$ cat src/rtl/dmem_responder_pkg.sv
// rtl/dmem_responder_pkg.sv - shared types for the memory-stage data memory responder
package dmem_responder_pkg;

  localparam int MemAddrWidth = 4;

  typedef logic [31:0] Register;

  typedef struct packed {
    Register addr;
    Register val;
  } MemData;

  typedef struct packed {
    logic   read;
    logic   write;
    MemData data;
  } M_input;

  typedef struct packed {
    Register val;
  } M_output;

  typedef enum logic [1:0] {MEM_IDLE, MEM_BUSY, MEM_DONE} MemState;

  typedef logic [MemAddrWidth-1:0] MemIndex;

endpackage

$ cat src/rtl/dmem_array.sv
// rtl/dmem_array.sv - word storage: synchronous write, combinational read, cleared on reset
module dmem_array
  import dmem_responder_pkg::*;
#(
  parameter int DEPTH = 2**MemAddrWidth
) (
  input  logic                    clk,
  input  logic                    reset,
  input  logic                    we,
  input  logic [MemAddrWidth-1:0] idx,
  input  logic [31:0]             wdata,
  output logic [31:0]             rdata
);

  logic [31:0] mem [DEPTH];

  always_ff @(posedge clk) begin
    if (reset) begin
      for (int i = 0; i < DEPTH; i++) mem[i] <= '0;
    end else if (we) begin
      mem[idx] <= wdata;
    end
  end

  assign rdata = mem[idx];

endmodule

$ cat src/rtl/dmem_responder.sv
// rtl/dmem_responder.sv - multi-cycle LW/SW responder with stall; optional MEM_ADDR_CHECK_EN range check
module dmem_responder
  import dmem_responder_pkg::*;
#(
  parameter int LATENCY = 2,
  parameter int DEPTH   = 2**MemAddrWidth
) (
  input  logic        clk,
  input  logic        reset,
  input  logic [65:0] m_in,
  output logic [31:0] m_out,
  output logic        stall,
  output logic        done,
  output logic        err
);

  localparam logic [3:0] CNT_INIT = 4'(LATENCY - 1);

  M_input  req_in;
  MemState state;
  logic [3:0] cnt;
  logic    op_write;
  MemIndex idx;
  Register wdata;
  Register rdata;
  logic    oor;
  logic    in_oor;
  logic    req;
  logic    we;
  logic    unused_addr_bits;

  assign req_in = M_input'(m_in);
  assign req    = req_in.read | req_in.write;

`ifdef MEM_ADDR_CHECK_EN
  assign in_oor           = |req_in.data.addr[31:MemAddrWidth+2];
  assign unused_addr_bits = ^req_in.data.addr[1:0];
`else
  // Upper address bits alias onto the 16-word array.
  assign in_oor           = 1'b0;
  assign unused_addr_bits = ^{req_in.data.addr[31:MemAddrWidth+2], req_in.data.addr[1:0]};
`endif

  always_ff @(posedge clk) begin
    if (reset) begin
      state    <= MEM_IDLE;
      cnt      <= '0;
      op_write <= 1'b0;
      idx      <= '0;
      wdata    <= '0;
      oor      <= 1'b0;
      m_out    <= '0;
    end else begin
      case (state)
        MEM_IDLE: begin
          if (req) begin
            op_write <= req_in.write;
            idx      <= req_in.data.addr[MemAddrWidth+1:2];
            wdata    <= req_in.data.val;
            oor      <= in_oor;
            cnt      <= CNT_INIT;
            state    <= MEM_BUSY;
          end
        end
        MEM_BUSY: begin
          if (cnt == 4'd0) begin
            if (!op_write) m_out <= oor ? '0 : rdata;
            state <= MEM_DONE;
          end else begin
            cnt <= cnt - 4'd1;
          end
        end
        MEM_DONE: state <= MEM_IDLE;
        default:  state <= MEM_IDLE;
      endcase
    end
  end

  assign we = (state == MEM_BUSY) && (cnt == 4'd0) && op_write && !oor;

  dmem_array #(.DEPTH(DEPTH)) u_array (
    .clk   (clk),
    .reset (reset),
    .we    (we),
    .idx   (idx),
    .wdata (wdata),
    .rdata (rdata)
  );

  // Stall is combinational in IDLE so the pipeline freezes in the request cycle.
  assign stall = !reset && (((state == MEM_IDLE) && req) || (state == MEM_BUSY));
  assign done  = (state == MEM_DONE);

`ifdef MEM_ADDR_CHECK_EN
  assign err = done && oor;
`else
  assign err = 1'b0;
`endif

endmodule

$ cat config.mk
export PLATFORM = sky130hd
export DESIGN_NAME = dmem_responder
export DESIGN_NICKNAME = d
export VERILOG_FILES = /design/src/rtl/dmem_responder_pkg.sv /design/src/rtl/dmem_array.sv /design/src/rtl/dmem_responder.sv
export SDC_FILE = /design/constraint.sdc
export NUM_CORES = 1
export LEC_CHECK = 0
export BUFFER_PORTS_ARGS = -buffer_cell sky130_fd_sc_hd__buf_2
export CORE_MARGIN = 3
export CORE_UTILIZATION = 35
export CTS_BUF_LIST = sky130_fd_sc_hd__clkbuf_16
export DETAILED_ROUTE_END_ITERATION = 10
export PLACE_DENSITY_LB_ADDON = 0.1
export SLEW_MARGIN = 0
export SYNTH_ARGS = -nofsm -noshare
export SYNTH_HDL_FRONTEND = slang
export SYNTH_SLANG_ARGS = --single-unit
$ cat constraint.sdc
create_clock -name clk -period 7.7 [get_ports clk]
set_clock_uncertainty 0.1 [all_clocks]
set_input_delay 1.155 -clock clk [delete_from_list [all_inputs] [get_ports clk]]
set_output_delay 1.155 -clock clk [all_outputs]
set_load 0.01 [all_outputs]
# [Word-level counts from Yosys, hierarchy flattened]
# Memory sizes are Yosys's and may differ from the RTL's. A register that Yosys moved wholly into a read port is not among the register bits.
# Index checks and enable logic that the tools add are counted.
[totals] ff_bits=43 latchBits=0 ram_bits=512 rom_bits=0 input_bits=68 out_inout_bits=35 wordCells=42 n_memories=1
[classes] addsub=1 n_mul=0 div=0 n_lt_le_gt_ge=0 eq_ne=5 shift=0 mux=14 bitwise=2 n_reduce_logical=14
[memory_table] memory="u_array.mem" words=16 word_bits=32 rd=1 rd_ports_with_merged_regs=1 wr=16 line="dmem_array.sv:15" text="logic [31:0] mem [DEPTH];"
[op_table] cell="two-way mux 32 bit" count=1
[op_table] cell="OR reduction 32 bit" count=1
[op_table] cell="two-way mux 4 bit" count=3
[op_table] cell="one-hot mux 4 bit (2 select lines)" count=1
[op_table] cell="two-way mux 1 bit" count=6
[op_table] cell="AND reduction 3 bit" count=2
[op_table] cell="logical AND 1 bit" count=4
[op_table] cell="zero test 4 bit" count=1
[op_table] cell="two-way mux 2 bit" count=2
[op_table] cell="inequality test 2 bit (second input constant)" count=2
[op_table] cell="one-hot mux 2 bit (2 select lines)" count=1
[op_table] cell="AND reduction 2 bit" count=2
[op_table] cell="subtractor 4 x 1 -> 4 bit (second input constant)" count=1
[op_table] cell="== test 2 x 1 -> 1 bit (second input constant)" count=1
[op_table] cell="== test 2 bit (second input constant)" count=1
[op_table] cell="zero test 2 bit" count=1
[op_table] cell="inequality test 2 x 1 -> 1 bit (second input constant)" count=1
[op_table] cell="nonzero test 2 bit" count=1
[op_table] cell="zero test 1 bit" count=1
[op_table] cell="logical OR 1 bit" count=1
[op_table] cell="NOT 1 bit" count=1
[op_table] cell="bitwise OR 1 bit" count=1

# [Longest topological paths before layout]
# Gate-level depths: netlist (run 1).
[logic_depth] ltp_word=8 ltp_mapped=8 depth_no_buf=6

# [Hierarchy]
# A second synthesis (run 1) with hierarchy kept.
[hier_totals] hier_cells=1782 area_unflattened_um2=26230.2
[by_module_without_submodules] mod="dmem_array" n_inst=1 cells_per_inst=1418 area_each_um2=22889.5 seq_area_each_um2=15374.7
[by_module_without_submodules] mod="dmem_responder" n_inst=1 cells_per_inst=364 area_each_um2=3340.7 seq_area_each_um2=1501.4

# [Worst setup path after synthesis (run 1)]
# OpenSTA, ideal clock, no wires.
[synth_path] path_type="input to register" start="input port reset" end="memory u_array.mem[10][0] (enable)" setup_ns=0.375 arrival_ns=2.644 required_ns=7.225 setup_slack_ns=4.581 cell_stages=4 path_buffers=1 cell_sequence="clkbuf_1 or4_4 nor2_1 or2_2"
[synth_lines] element="start: declaration" line="dmem_responder.sv:9" text="input logic reset,"
[synth_lines] element="end: declaration" line="dmem_array.sv:15"

==> results of run 1 <==
[cell type report]
cell class                      instances  area (sq um)  area share (%)
Sequential cell                       587         16880           58.22
Multi-Input combinational cell       1088          8259           28.48
Clock buffer                           71          1777           6.126
Tap cell                              950          1189           4.099
Timing Repair Buffer                  102         595.6           2.054
Clock inverter                         49         275.3          0.9491
Inverter                                4         15.01         0.05177
Antenna cell                            3         7.507         0.02589
[routing by layer]
layer | GRT usage [%] | wire length [microns] | share of wire, %
met2 | 29.16 | 33130 | 47
met1 | 25.23 | 32020 | 46
met4 | 5.186 | 1305 | 1.9
met3 | 2.993 | 3396 | 4.9
met5 | 0 | 0 | 0
[flip-flops by register name, summed over array words and instances, names as in the netlist]
signal and flops:
u_array.mem 512, m_out 32, wdata 32, cnt 4, idx 4, state 2
op_write 1
[cell families (layout without fill, tap and decap cells)]
family          count (synthesis)  in the layout  synth area share, %
compound gates                138            138                3.638
xor+xnor                        2              2              0.06810
fa+ha+maj                       2              2              0.09725
buf+inv                       160            226                2.646
flops                         587            587                65.59
mux                           192            192                10.58
other cells                     1              4              0.01458
simple gates                  753            753                17.36
[worst register-to-register path, delay by kind of cell, from the launching register on]
| family | cells | cell delay (ns) |
|---|---|---|
| simple gates | 4 | 2.98 |
| flops | 1 | 0.34 |
| fa+ha+maj | 1 | 0.16 |
| buf+inv | 1 | 0.09 |
[synthesized netlist by cell type (2+ instances only)]
master	n	area share (%)
nor2_4	3	0.13
and2_2	23	0.67
or2_2	16	0.39
nand3b_1	2	0.058
xor2_1	2	0.068
buf_2	16	0.31
nor2_1	6	0.088
or4_4	3	0.13
nor2b_1	4	0.097
a31oi_1	2	0.049
inv_1	4	0.058
mux2i_1	128	5.0
edfxtp_1	512	60
a21oi_1	39	0.76
nor2_2	3	0.073
mux4_2	64	5.6
ha_1	2	0.097
clkbuf_2	39	0.76
and2_1	490	12
nand2_1	110	1.6
nor3_4	3	0.19
nor3_2	3	0.12
buf_1	9	0.13
a22oi_1	96	2.8
nor3_1	9	0.18
clkbuf_1	90	1.3
nand2b_1	3	0.073
nand3_1	67	1.3
dfxtp_1	75	5.8
[how the worst max path moves through the flow]
stage	endpoint	slack, ns	cells past startpoint
finish	u_array.mem[2][14]	3.62	6
global route	u_array.mem[6][13]	3.45	6
CTS	u_array.mem[6][14]	3.57	6
detailed placement	u_array.mem[6][13]	3.31	4
global placement	u_array.mem[6][15]	3.32	4
floorplan	u_array.mem[10][0]	4.58	4
[power by group through the flow]
stage,logic (mW),registers [mW],clock network (mW)
after floorplan,0.414,3.70,0
after detailed placement,0.568,3.81,0
final,0.555,3.74,3.01
after global routing,0.601,3.77,3.21
after CTS,0.569,3.75,3.09
after global placement,0.564,3.80,0
[cells in the final DEF, fill, tap and decap left out, types with 11 or more instances in the layout]
master,instances
a21oi_1,39
a22oi_1,96
and2_1,490
and2_2,23
buf_2,73
buf_4,28
clkbuf_16,71
clkinv_1,11
dfxtp_1,73
edfxtp_1,512
inv_1,32
mux2i_1,128
mux4_2,64
nand2_1,110
nand3_1,67
or2_2,16
[per-stage QoR]
stage                     std cells  hold WS (ns)
after CTS                      2851        0.3547
final                          2854        0.3461
after global routing           2851        0.3769
after global placement         2731        0.3416
after detailed placement       2731        0.3409
after floorplan                1835        0.3587
==> results.sh, run 1 <==
export IMPL_hp_class="reg2reg"
export IMPL_numClockSinks=587
export IMPL_timing_critical_path_from="cnt[0]"
export IMPL_insertion_delay_ns=0.59
export IMPL_detailed_place_hpwl_microns=37530
export IMPL_worstPathBufferInverterCount=1
export IMPL_final_fill_count=6691
export IMPL_ir_worst_vdd_mv=0.1593
export IMPL_clock_path_buffers=3
export IMPL_drt_iter0_drc=1055
export IMPL_worst_r2r_path_depth=6
export IMPL_worst_path_dominant_cell_family="simple AND/OR/NAND/NOR gates"
export IMPL_syn_area_per_cell_sq_um=14.02
export IMPL_final_layout_size_suffix_gt1_share_pct=16.68
export IMPL_grt_max_degree=122
export IMPL_mapped_area_sq_um=25730
export IMPL_wl_per_cell_microns=24.48
export IMPL_cell_internal_pwr_mw=5.549
export IMPL_drt_vias_per_instance=5.081
export IMPL_die_w_microns=277.1
export IMPL_synth_seq_cells=587
export IMPL_area_delta_synth_final_pct=12.72
export IMPL_io_pin_count=103
export IMPL_grt_overflow_total=0
export IMPL_finalMaxSlewViolations=0
export IMPL_grt_setup_unrepaired="false"
export IMPL_cp_required_ns=7.80
export IMPL_ys_types=41
export IMPL_cap_viol_max_count=0
export IMPL_globalRouteTotalUtil_pct=18.08
export IMPL_fin_crit_sh_pct=53.01
export IMPL_synth_nets=1905
export IMPL_core_rowCount=98
export IMPL_report_final_hold_viol_count=0
export IMPL_routed_wirelength_microns=69860
export IMPL_tritoncts="built"
export IMPL_die_y_microns=277.1
export IMPL_final_nets=1920
export IMPL_maxClockFrequency_mhz=245.0
export IMPL_p_clk_share_pct=41.2
export IMPL_worst_slack_ns=3.618
export IMPL_setup_worst_path_start_class="flop"
export IMPL_total_leakage_power_nw=10.47
export IMPL_synth_top_flop_cell="edfxtp_1"
export IMPL_vias_in_the_first_global_route=14890
export IMPL_setup_total_negative_slack_ns=0
export IMPL_timing_critical_path_fanout_max=33
export IMPL_placed_area_sq_um=26940
export IMPL_grt_first_pass_wirelength_microns=102000
export IMPL_synth_async_sr_flop_share_pct=0
export IMPL_cts_htree_levels=3
export IMPL_crit_path_end_kind="flop"
export IMPL_timing_hold_worst_start="m_out[0]"
export IMPL_antenna_left=0
export IMPL_part_of_the_yosys_area_used_for_sequential_elements_pct=65.59
export IMPL_cts_made_buffers=67
export IMPL_drt_pre_antenna_iters=6
export IMPL_sw_frac_of_total_pct=24.06
export IMPL_power_density_nw_per_um2=252.0
export IMPL_worstSetupPathType="reg2reg"
export IMPL_cts_hold_fix_buffers=0
export IMPL_run_status="finished, final reports clean"
export IMPL_max_slew_worst_pin_slew_ns=1.212
export IMPL_min_delay_path_depth=2
export IMPL_p_comb_share_pct=7.6
export IMPL_power_share_sequential_pct=51.2
export IMPL_syn_inst=1835
export IMPL_r2r_end="u_array.mem[2][14]"
export IMPL_place_congestion=0.7459
export IMPL_worst_hold_path_endpoint="m_out[0]"
export IMPL_slew_headroom_pct=19.02
export IMPL_io_buffers=73
export IMPL_yosysWarnings=0
export IMPL_post_layout_total_power_mw=7.307
export IMPL_floorplan_initialDensity_pct=35.68
export IMPL_ctsRootBufferMaster="clkbuf_16"
export IMPL_worst_path_max_delay_cell="or2_2"
export IMPL_cts_post_setup_buffers_inserted=0
export IMPL_core_region_area_sq_um=72100
export IMPL_synth_enable_flop_cells=512
export IMPL_clkSlewWorstSetupHoldPaths_ns=0.06
export IMPL_cp_data_arrival_time_ns=4.18
export IMPL_total_via_count_in_the_routed_design=14500
export IMPL_die_area_sq_um=76800
export IMPL_detailedPlace_worstSlack_ns=3.315
export IMPL_crit_path_cell_trace="inv_1 -> ha_1 -> or3b_1 -> or4_4 -> nor2_4 -> or2_2"
export IMPL_finalCriticalPeriod_ns=4.082
export IMPL_post_cts_resized_instances=0
export IMPL_final_area_sq_um=29000
export IMPL_antenna_found_initial=1
export IMPL_net_switching_power_mw=1.758
export IMPL_worst_r2r_setup_slack_ns=3.62
export IMPL_crit_reg2reg_launch="cnt[0]"
export IMPL_setup_viol=0
export IMPL_layout_core_utilization_pct=40.22
export IMPL_drc=0
export IMPL_worst_path_largest_cell_delay_ns=0.97
Note: power is estimated with default switching activity, not from simulation.
==> inputs of run 2 (changes only) <==
- clock period: 7.7 -> 3.73 ns (I/O delays scaled with it)
==> results.sh, run 2 (synthesis gave the netlist of run 1 again) <==
export IMPL_cp_data_arrival_time_ns=3.17
export IMPL_top_regs="u_array.mem: 512 flops, m_out: 32 flops, wdata: 32 flops"
export IMPL_antenna_found_initial=3
export IMPL_run_status="finished, final reports clean"
export IMPL_hp_class="in2reg"
export IMPL_cts_post_setup_buffers_inserted=0
export IMPL_worst_r2r_setup_slack_ns=0.73
export IMPL_clock_path_buffers=3
export IMPL_finalMaxSlewViolations=0
export IMPL_tritoncts="built"
export IMPL_worst_hold_path_endpoint="wdata[25]"
export IMPL_most_common_layout_cells="edfxtp_1, and2_1, mux2i_1, nand2_1, a22oi_1"
export IMPL_r2r_end="u_array.mem[5][16]"
export IMPL_insertion_delay_ns=0.58
export IMPL_ff_latch_area_sq_um=16880
export IMPL_p_comb_share_pct=8.1
export IMPL_ctsRootBufferMaster="clkbuf_16"
export IMPL_global_route_usage_met1_pct=24.36
export IMPL_final_layout_size_suffix_gt1_share_pct=18.26
export IMPL_crit_path_cell_trace="inv_1 -> ha_1 -> or3b_1 -> or4_4 -> nor2_2 -> buf_4 -> or2_2 -> buf_12"
export IMPL_cell_internal_pwr_mw=11.41
export IMPL_detailed_place_hpwl_microns=39940
export IMPL_maxClockFrequency_mhz=333.1
export IMPL_worstSetupPathType="reg2reg"
export IMPL_power_density_nw_per_um2=511.5
export IMPL_net_switching_power_mw=3.626
export IMPL_fin_crit_sh_pct=80.49
export IMPL_io_buffers=73
export IMPL_worst_path_dominant_cell_family="simple AND/OR/NAND/NOR gates"
export IMPL_timing_critical_path_depth=8
export IMPL_antenna_left=0
export IMPL_largest_register="u_array.mem"
export IMPL_report_final_hold_viol_count=0
export IMPL_placed_area_sq_um=27360
export IMPL_largest_register_ff_count=512
export IMPL_crit_reg2reg_launch="cnt[0]"
export IMPL_drc=0
export IMPL_cts_hold_fix_buffers=0
export IMPL_layout_core_utilization_pct=40.79
export IMPL_worst_r2r_path_depth=8
export IMPL_setup_total_negative_slack_ns=0
export IMPL_setup_viol=0
export IMPL_globalRouteTotalUtil_pct=17.46
export IMPL_numClockSinks=587
export IMPL_total_leakage_power_nw=10.66
export IMPL_drt_iter0_drc=994
export IMPL_cp_required_ns=3.90
export IMPL_routed_wirelength_microns=67050
export IMPL_cap_viol_max_count=0
export IMPL_sw_frac_of_total_pct=24.11
export IMPL_floorplan_initialDensity_pct=35.68
export IMPL_die_w_microns=277.1
export IMPL_grt_max_degree=60
export IMPL_slew_headroom_pct=38.16
export IMPL_grt_overflow_total=0
export IMPL_power_share_sequential_pct=51.2
export IMPL_cts_htree_levels=3
export IMPL_max_slew_worst_pin_slew_ns=0.9276
export IMPL_final_area_sq_um=29410
export IMPL_die_area_sq_um=76800
export IMPL_grt_setup_unrepaired="false"
export IMPL_worst_path_largest_cell_delay_ns=0.63
export IMPL_min_delay_path_depth=3
export IMPL_worst_path_max_delay_cell="or4_4"
export IMPL_final_fill_count=6661
export IMPL_worstPathBufferInverterCount=3
export IMPL_p_clk_share_pct=40.6
export IMPL_ir_worst_vdd_mv=0.2959
export IMPL_total_via_count_in_the_routed_design=14360
export IMPL_io_pin_count=103
export IMPL_finalCriticalPeriod_ns=3.002
export IMPL_groute_layer_met2_usage_pct=28.59
export IMPL_timing_critical_path_fanout_max=32
export IMPL_crit_path_end_kind="flop"
export IMPL_cts_made_buffers=67
export IMPL_post_cts_resized_instances=0
export IMPL_final_nets=1950
export IMPL_die_y_microns=277.1
export IMPL_detailedPlace_worstSlack_ns=0.7189
export IMPL_worst_slack_ns=0.7276
export IMPL_busiest_layer="met2"
export IMPL_core_region_area_sq_um=72100
export IMPL_layout_cells_most_common="edfxtp_1"
export IMPL_drt_pre_antenna_iters=7
export IMPL_area_of_combinational_cells_with_multiple_inputs_sq_um=8259
export IMPL_wl_per_cell_microns=23.23
export IMPL_core_rowCount=98
export IMPL_use_met3_pct=2.512
export IMPL_setup_worst_path_start_class="flop"
export IMPL_timing_hold_worst_start="m_in[25]"
export IMPL_grt_first_pass_wirelength_microns=99710
export IMPL_place_congestion=0.7516
export IMPL_area_delta_synth_final_pct=14.29
export IMPL_vias_in_the_first_global_route=14810
export IMPL_drt_vias_per_instance=4.975
export IMPL_clkSlewWorstSetupHoldPaths_ns=0.06
==> run 2: changes by cell type in the layout (fill, tap and decap cells not counted), sizes merged <==
cell / delta
buf: +30
clkinv: +8
bufinv: -2
clkinvlp: +2
clkbuf: +1
inv: -7
==> run 2: final cells by class <==
type	instances	share of cell area, %
Clock buffer	72	6.127
Inverter	4	0.05106
Tap cell	950	4.042
Sequential cell	587	57.42
Antenna cell	3	0.02553
Multi-Input combinational cell	1088	28.09
Clock inverter	50	0.8212
Timing Repair Buffer	132	3.430
==> run 2: routing by layer <==
layer  routed length (microns)  vias to the layer above
li1                          -                     6725
met1                     31250                     7315
met2                     32200                      239
met3                      2340                       80
met4                      1255                        0
met5                         0                        -
==> run 2: worst max-delay path by stage <==
| stage | from | to | slack [ns] |
|---|---|---|---|
| final | cnt[0] | u_array.mem[5][16] | 0.73 |
| after global routing | cnt[0] | u_array.mem[5][16] | 0.60 |
| after CTS | cnt[0] | u_array.mem[2][13] | 0.71 |
| after detailed placement | cnt[0] | u_array.mem[2][14] | 0.72 |
| after global placement | cnt[0] | u_array.mem[6][16] | 0.74 |
| after floorplan | cnt[0] | u_array.mem[0][0] | 1.00 |
==> run 2: metrics by stage <==
step                total power [mW]  cells  hold slack (ns)
finish                         15.04   2886           0.1152
floorplan                      8.501   1835           0.3587
global route                   15.64   2883          0.09728
detailed placement             9.102   2761           0.3469
CTS                            15.27   2883          0.06929
global placement               9.079   2761           0.3488
==> run 2: power by group through the flow <==
stage | registers [mW] | logic (mW) | clock network (mW)
3_5_place_dp | 7.85 | 1.25 | 0
4_1_cts | 7.71 | 1.25 | 6.30
2_1_floorplan | 7.65 | 0.855 | 0
5_1_grt | 7.75 | 1.33 | 6.56
6_report | 7.71 | 1.22 | 6.11
3_3_place_gp | 7.83 | 1.25 | 0
==> run 2: worst reg2reg max path, delay by kind of cell, from the launching register on <==
kind	cells	cell delay [ns]
adder cells (fa/ha/maj)	1	0.15
AND/OR/NAND/NOR	4	1.52
buffers and inverters	3	0.56
flip-flops	1	0.33
==> inputs of run 3 (changes only) <==
- ABC_AREA: unset -> 1
- clock period: 3.73 -> 2.8 ns (I/O delays scaled with it)
==> results.sh, run 3 <==
export IMPL_ctsRootBufferMaster="clkbuf_16"
export IMPL_drt_iter0_drc=1196
export IMPL_area_delta_synth_final_pct=13.02
export IMPL_slew_headroom_pct=48.93
export IMPL_worst_path_dominant_cell_family="simple AND/OR/NAND/NOR gates"
export IMPL_grt_max_degree=115
export IMPL_io_pin_count=103
export IMPL_final_fill_count=7432
export IMPL_largest_register_ff_count=512
export IMPL_finalMaxSlewViolations=0
export IMPL_report_final_hold_viol_count=0
export IMPL_worstSetupPathType="reg2reg"
export IMPL_crit_path_cell_trace="inv_1 -> ha_1 -> nand3_1 -> inv_2 -> nand2_2 -> nor2_4 -> nand2_4 -> nor2_2 -> nand2_1 -> nand2_2 -> buf_4"
export IMPL_cts_made_buffers=68
export IMPL_core_region_area_sq_um=73580
export IMPL_drt_vias_per_instance=4.963
export IMPL_total_via_count_in_the_routed_design=19100
export IMPL_placed_area_sq_um=27470
export IMPL_largest_register="u_array.mem"
export IMPL_max_slew_worst_pin_slew_ns=0.7614
export IMPL_clock_path_buffers=3
export IMPL_post_cts_resized_instances=0
export IMPL_yosys_area_top_type_share_pct=58.60
export IMPL_synth_seq_cells=587
export IMPL_hp_class="in2reg"
export IMPL_grt_overflow_total=0
export IMPL_cts_hold_fix_buffers=18
export IMPL_cts_htree_levels=3
export IMPL_synth_nets=2885
export IMPL_cp_data_arrival_time_ns=2.52
export IMPL_floorplan_initialDensity_pct=35.66
export IMPL_antenna_cells_inserted=0
export IMPL_part_of_the_yosys_area_used_for_sequential_elements_pct=64.32
export IMPL_worst_path_largest_cell_delay_ns=0.32
export IMPL_ys_types=27
export IMPL_worstPathBufferInverterCount=3
export IMPL_total_leakage_power_nw=12.10
export IMPL_vias_in_the_first_global_route=18930
export IMPL_mapped_area_sq_um=26240
export IMPL_synth_top_flop_cell="edfxtp_1"
export IMPL_antenna_left=0
export IMPL_timing_critical_path_from="cnt[0]"
export IMPL_netlist_top_cell_by_area="edfxtp_1"
export IMPL_detailed_place_hpwl_microns=45580
export IMPL_place_congestion=0.8029
export IMPL_io_buffers=73
export IMPL_grt_first_pass_wirelength_microns=113900
export IMPL_cts_post_setup_buffers_inserted=0
export IMPL_syn_inst=2815
export IMPL_run_status="finished, final reports clean"
export IMPL_numClockSinks=587
export IMPL_yosysMostFrequentCell="nand2_1"
export IMPL_synth_enable_flop_cells=512
export IMPL_ir_worst_vdd_mv=0.4541
export IMPL_cp_required_ns=2.95
export IMPL_final_nets=2908
export IMPL_maxClockFrequency_mhz=423.1
export IMPL_die_y_microns=279.8
export IMPL_finalCriticalPeriod_ns=2.364
export IMPL_setup_total_negative_slack_ns=0
export IMPL_antenna_found_initial=0
export IMPL_crit_reg2reg_launch="cnt[0]"
export IMPL_die_w_microns=279.8
export IMPL_clkSlewWorstSetupHoldPaths_ns=0.06
export IMPL_final_area_sq_um=29650
export IMPL_top_regs="u_array.mem: 512 flops, m_out: 32 flops, wdata: 32 flops"
export IMPL_setup_worst_path_start_class="flop"
export IMPL_fin_crit_sh_pct=84.42
export IMPL_layout_cells_most_common="nand2_1"
export IMPL_crit_path_end_kind="flop"
export IMPL_core_rowCount=99
export IMPL_timing_hold_worst_start="m_in[25]"
export IMPL_timing_critical_path_fanout_max=17
export IMPL_most_common_layout_cells="nand2_1, nor2_1, edfxtp_1, nand3_1"
export IMPL_synth_area_leaders="edfxtp_1, nand2_1, nor2_1, dfxtp_1, nand3_1"
export IMPL_tritoncts="built"
export IMPL_setup_viol=0
export IMPL_post_layout_total_power_mw=21.33
export IMPL_syn_area_per_cell_sq_um=9.321
export IMPL_final_layout_size_suffix_gt1_share_pct=9.588
export IMPL_cap_viol_max_count=0
export IMPL_synth_async_sr_flop_share_pct=0
export IMPL_routed_wirelength_microns=74920
export IMPL_worst_path_max_delay_cell="buf_4"
export IMPL_drt_pre_antenna_iters=7
export IMPL_critical_path_top_cell_by_count="nand2_2"
export IMPL_yosysWarnings=0
export IMPL_power_density_nw_per_um2=719.4
export IMPL_synth_commonest_cells="nand2_1, nor2_1, edfxtp_1, nand3_1, clkbuf_1"
export IMPL_worst_r2r_setup_slack_ns=0.44
export IMPL_globalRouteTotalUtil_pct=19.19
export IMPL_insertion_delay_ns=0.59
export IMPL_die_area_sq_um=78290
export IMPL_drc=0
export IMPL_grt_setup_unrepaired="false"
export IMPL_wl_per_cell_microns=19.47
## run 3: cells by family (layout without fill, tap and decap cells)
logic type | after synthesis | in the layout | synth area share, %
fa+ha+maj | 2 | 2 | 0.09536
other cells | 1 | 1 | 0.01429
compound gates | 111 | 111 | 2.122
flops | 587 | 587 | 64.32
simple gates | 1860 | 1860 | 28.39
buf+inv | 254 | 328 | 5.060
## run 3: worst paths after layout
| kind | endpoint | cells after the start |
|---|---|---|
| worst max-delay path | u_array.mem[13][20] | 11 |
| worst min register to register | m_out[22] | 2 |
| worst max register to register | u_array.mem[13][20] | 11 |
| worst min-delay path | wdata[25] | 3 |
## run 3: metal layers
| layer | vias up | track usage, % | share of wire [%] |
|---|---|---|---|
| li1 | 9202 | - | - |
| met1 | 9367 | 25.31 | 44 |
| met2 | 403 | 32.50 | 49 |
| met4 | 0 | 7.168 | 3.5 |
| met5 | - | 0 | 0 |
| met3 | 127 | 2.375 | 3.6 |
## run 3: report_power, final
| part | switching (mW) | internal (mW) | leakage, nW |
|---|---|---|---|
| logic | 2.40 | 0.774 | 5.10 |
| registers | 0.166 | 9.91 | 5.91 |
| clock network | 3.45 | 4.64 | 1.10 |
## run 3: final cells by class
cell class | instances | area, sq um | area share, %
clock buffer | 71 | 1777 | 5.992
clock inverter | 50 | 229.0 | 0.7722
multi-input combinational | 1974 | 8082 | 27.25
timing repair buffer | 161 | 1296 | 4.371
sequential | 587 | 16880 | 56.94
tap | 959 | 1200 | 4.046
inverter | 46 | 186.4 | 0.6287
## run 3: stage by stage
stage                     utilization [%]  std cells  setup WS, ns  hold WS, ns
after floorplan                         -       2815        0.2082       0.3891
after global placement              37.33       3709        0.4705       0.4024
final                               40.30       3848        0.4364      0.03379
after detailed placement            37.33       3709        0.4610       0.4121
after CTS                           40.30       3848        0.4321    0.0002696
after global routing                40.30       3848        0.2806      0.03790
## run 3: tightest hold or removal path: cells and delay by family
family / cells / cell delay, ns
buffers and inverters: 1 / 0.07
AO/OA/AOI/OAI: 2 / 0.19
